`config.mk`:
```
export PLATFORM = sky130hd
export DESIGN_NAME = afc_band_dco
export DESIGN_NICKNAME = d
export VERILOG_FILES = /design/src/rtl/afc_band_dco.sv
export SDC_FILE = /design/constraint.sdc
export NUM_CORES = 1
export LEC_CHECK = 0
export ABC_AREA = 1
export ABC_CLOCK_PERIOD_IN_PS = 3600
export CAP_MARGIN = 10
export CORE_ASPECT_RATIO = 2
export CORE_MARGIN = 2
export CORE_UTILIZATION = 35
export DETAILED_ROUTE_END_ITERATION = 8
export PLACE_DENSITY = 0.61
export REMOVE_ABC_BUFFERS = 1
export SYNTH_ARGS = -nofsm -noshare
export SYNTH_HDL_FRONTEND = slang
export SYNTH_SLANG_ARGS = --single-unit
```
`constraint.sdc`:
```
create_clock -name fpre -period 3.6 [get_ports fpre]
set_input_delay 0.72 -clock fpre [delete_from_list [all_inputs] [get_ports fpre]]
set_output_delay 0.72 -clock fpre [all_outputs]
set_load 0.02 [all_outputs]
```
`src/rtl/afc_band_dco.sv`:
```
// afc_band_dco: band-select DCO emulator that turns the AFC capacitor-bank code into the divided clock fdiv.
// Optional half-period jitter (8-bit LFSR) is built when AFC_DCO_JITTER_EN is defined.
module afc_band_dco #(
   parameter int CODE_W     = 6,
   parameter int BASE_HALF  = 8,
   parameter int STEP_HALF  = 1,
   parameter int SETTLE_CYC = 16,
   parameter int RESET_CODE = 32
) (
   input  logic              fpre,
   input  logic              clr,
   input  logic [CODE_W-1:0] code_in,
   output logic              fdiv,
   output logic              settled,
   output logic [CODE_W-1:0] cur_code,
   output logic [15:0]       period_cnt
);

   typedef enum logic [1:0] {
      ST_SETTLE,
      ST_LOW,
      ST_HIGH
   } state_t;

   state_t            state;
   state_t            state_nxt;
   logic [15:0]       hcnt;
   logic [15:0]       hcnt_load;
   logic [15:0]       half_base;
   logic [15:0]       half_len;
   logic [CODE_W-1:0] code_s1;
   logic [CODE_W-1:0] pending;
   logic              hcnt_zero;
   logic              boundary;
   logic              code_change;
   logic              fdiv_d;
   logic              settled_d;

   assign hcnt_zero   = (hcnt == 16'd0);
   assign boundary    = (state == ST_HIGH) && hcnt_zero;
   assign code_change = (pending != cur_code);
   assign half_base   = 16'(BASE_HALF) + 16'(cur_code) * 16'(STEP_HALF);

   // Two matching consecutive samples are required before a code is accepted,
   // so single-cycle glitches from the calibrator never reach pending.
   always_ff @(posedge fpre) begin
      if (clr) begin
         code_s1 <= CODE_W'(RESET_CODE);
         pending <= CODE_W'(RESET_CODE);
      end else begin
         code_s1 <= code_in;
         if (code_in == code_s1) begin
            pending <= code_in;
         end
      end
   end

`ifdef AFC_DCO_JITTER_EN
   logic [7:0] lfsr;
   logic [7:0] lfsr_nxt;

   assign lfsr_nxt = {lfsr[6:0], lfsr[7] ^ lfsr[5] ^ lfsr[4] ^ lfsr[3]};

   // The LFSR steps once per LOW/HIGH entry; the freshly stepped value shapes that half-period.
   always_ff @(posedge fpre) begin
      if (clr) begin
         lfsr <= 8'hA5;
      end else if (hcnt_zero && (state_nxt != ST_SETTLE)) begin
         lfsr <= lfsr_nxt;
      end
   end

   always_comb begin
      half_len = half_base;
      case (lfsr_nxt[1:0])
         2'b00:   half_len = half_base - 16'd1;
         2'b11:   half_len = half_base + 16'd1;
         default: half_len = half_base;
      endcase
   end
`else
   assign half_len = half_base;
`endif

   always_comb begin
      hcnt_load = 16'(SETTLE_CYC - 1);
      if (state_nxt != ST_SETTLE) begin
         hcnt_load = half_len - 16'd1;
      end
   end

   always_comb begin
      state_nxt = state;
      case (state)
         ST_SETTLE: if (hcnt_zero) state_nxt = ST_LOW;
         ST_LOW:    if (hcnt_zero) state_nxt = ST_HIGH;
         ST_HIGH:   if (hcnt_zero) state_nxt = code_change ? ST_SETTLE : ST_LOW;
         default:   state_nxt = ST_SETTLE;
      endcase
   end

   // Outputs are decoded from the next state and then registered, keeping fdiv glitch-free.
   always_comb begin
      fdiv_d    = (state_nxt == ST_HIGH);
      settled_d = (state_nxt != ST_SETTLE);
   end

   // Reset loads the full settle count because the reset edge itself is not a settling
   // cycle; every later entry loads length-1 and leaves the state when hcnt reaches zero.
   always_ff @(posedge fpre) begin
      if (clr) begin
         state   <= ST_SETTLE;
         hcnt    <= 16'(SETTLE_CYC);
         fdiv    <= 1'b0;
         settled <= 1'b0;
      end else begin
         state   <= state_nxt;
         hcnt    <= hcnt_zero ? hcnt_load : hcnt - 16'd1;
         fdiv    <= fdiv_d;
         settled <= settled_d;
      end
   end

   always_ff @(posedge fpre) begin
      if (clr) begin
         cur_code   <= CODE_W'(RESET_CODE);
         period_cnt <= 16'd0;
      end else if (boundary) begin
         if (code_change) begin
            cur_code   <= pending;
            period_cnt <= 16'd0;
         end else if (period_cnt != 16'hFFFF) begin
            period_cnt <= period_cnt + 16'd1;
         end
      end
   end

endmodule
```
==> results.tsv <==
stage	metric	value	unit
status	status	complete, no violations	
clocking	cts_buffers	5	
clocking	cts_tree	done	
clocking	htreeDepth	2	
routing	drc	0	
finish	final_nets	447	
finish	fillers	809	
routing	wirelength	6125	µm
sta	setup_tns	0	ps
yosys	synth-edff-count	0	
sta	slew_violations	0	
sta	setup_viol	0	
clocking	worstSkewPairLatency	300	ps
global_route	grt_pass1_vias	2372	
finish	final_common_cell	nand2_1	
die	rows	46	
yosys	ys_ff_latch	54	
finish	area.growth.synth_to_final	19.48	%
yosys	synth.avg_cell_area	6.977	µm²
critical_path	critPathArrivalTime	2340	ps
critical_path	critPathMaxStageDelay	550	ps
place	port_buffers	31	
yosys	syn-cell-area	2833	µm²
critical_path	cp_max_fo	17	
routing	vias_per_cell	4.641	
routing	drt-initial-drc-count	82	
sta	hold_ws	472.4	ps
hold_path	hold_path.class	flip-flop to flip-flop	
pwr	pwr_density_cell	475.5	nW/µm²
global_route	grt_max_degree	27	
clocking	postCtsHoldBufs	0	
global_route	grt_use_total	0.1526	
finish	final_area	3385	µm²
finish	fin_util	0.4292	
die	die_area	8873	µm²
place	gp_congestion	0.8431	
clocking	root_buffer	clkbuf_16	
sta	post-route-min-period	2166	ps
die	fp.dieH	131.2	µm
critical_path	worstSetupPathType	flip-flop to flip-flop	
routing	firstDrtPassIters	4	
routing	vias	2469	
yosys	netlist_instances	406	
critical_path	start_kind	flip-flop	
critical_path	slowest_stage	o21ai_4	
global_route	grt_first_pass_wirelength	10650	µm
place	placed_cell_area	3221	µm²
finish	drive_gt1_frac	0.08257	
die	start_util	0.3593	
sta	finalHoldViolations	0	
die	io_pins	32	
critical_path	crit_buf_inv	2	
routing	wl_per_cell	11.51	µm
clocking	cts.repair.resized	0	
critical_path	crit_top_cell	nand2_1	
run	drv_cap	0	
place	hpwl	4698	µm
critical_path	worstPathRequired	3770	ps
yosys	async_reset_ff_frac	0	
finish	antenna_cells	0	
sta	rsz0062_at_grt	false	
sta	fmax	461.7	MHz
clocking	cts.clk_slew.worst_paths	70	ps
die	die_x	67.62	µm
clocking	cts_setup_buffers	0	
sta	finalClockSkew	8.143	ps
yosys	yosysWarnings	0	
global_route	grt.overflow.total	0	
pwr	vdd_drop_max	438.2	µV
clocking	cts.sinks	54	
routing	ant_nets	0	
critical_path	end_kind	flip-flop	
yosys	yosys.cell_types.count	30	
finish	final_cell_mix	nand2_1, nor2_1, dfxtp_1	
yosys	synth-main-ff-cell	dfxtp_1	
sta	period_share	0.6017	
critical_path	cp_top_family	simple AND/OR/NAND/NOR gates	
die	core	7885	µm²
pwr	p_leak	1.329	nW
sta	slew-limit-headroom	0.6507	
critical_path	crit_chain	inv_2, nand2_1, nand2_1, nor2_1, nand3_2, o21ai_4, inv_4, nand3_1, a21oi_2	
pwr	power	0.001609	W
clocking	clk_path_buf_depth	2	
sta	timing_worst_slew_pin_value	521.9	ps
global_route	antenna_found_initial	0	
yosys	synth_seq_area_share	0.3816	
-- through the flow --
stage                     cells  setup WS (ps)
after floorplan             397           1717
after global placement      525           1306
after detailed placement    525           1244
after CTS                   532           1372
after global routing        532           1173
final                       532           1434
-- worst paths after layout --
kind / to / slack (ps) / cells past startpoint / from
worst max-delay path: period_cnt[6] / 1430 / 9 / cur_code[3]
worst min-delay path: hcnt[14] / 470 / 2 / hcnt[14]
worst max register to register: period_cnt[6] / 1430 / 9 / cur_code[3]
worst min register to register: hcnt[14] / 470 / 2 / hcnt[14]
-- flip-flops by register name (all words and copies together) (netlist names) --
register,flops
period_cnt,16
hcnt,16
code_s1,6
settled,1
cur_code,6
fdiv,1
state,2
pending,6
-- tightest hold or removal path, cell delays in order, from the launching register on --
cell     delay, ps
dfxtp_1        310
inv_1           60
a21oi_1         60
-- cells in the mapped netlist, types with 5 or more instances --
cell type / count / area share
a21oi_2: 10 / 0.031
nand3_1: 15 / 0.027
a21oi_1: 29 / 0.051
dfxtp_1: 54 / 0.38
xor2_1: 19 / 0.059
xnor2_1: 11 / 0.034
clkbuf_1: 5 / 0.0066
nand2_1: 92 / 0.12
o21ai_0: 16 / 0.028
nor2_1: 62 / 0.082
nor3_1: 10 / 0.018
nand4_1: 6 / 0.013
inv_1: 47 / 0.062
-- cell families after synthesis --
family | after synthesis | synth area share
AND/OR/NAND/NOR | 199 | 0.3004
buffers and inverters | 61 | 0.08745
AO/OA/AOI/OAI | 59 | 0.1246
flip-flops | 54 | 0.3816
XOR/XNOR | 30 | 0.09276
adder cells (fa/ha/maj) | 3 | 0.01325
-- power breakdown --
part	leakage [nW]	switching [W]	total, W	internal, W
clock	0.0799	0.000221	0.000547	0.000326
sequential	0.439	0.0000431	0.000697	0.000654
combinational	0.810	0.000230	0.000365	0.000135
total	1.33	0.000494	0.00161	0.00112
-- metal layers --
metal	global-route usage	wire length, µm
met4	0.05782	108
met3	0.02312	145
met1	0.1656	2454
met2	0.2800	3417
met5	0	0
-- area by class of cell --
cell class              instances  area [µm²]  area share
inverters                      52       197.7     0.05841
repair buffers                 32       317.8     0.09390
clock inverters                 2       38.79     0.01146
well taps                      96       120.1     0.03549
multi-input cells             291        1504      0.4444
flip-flops and latches         54        1081      0.3194
clock buffers                   5       125.1     0.03697
Note: power is estimated with default switching activity, not from simulation.
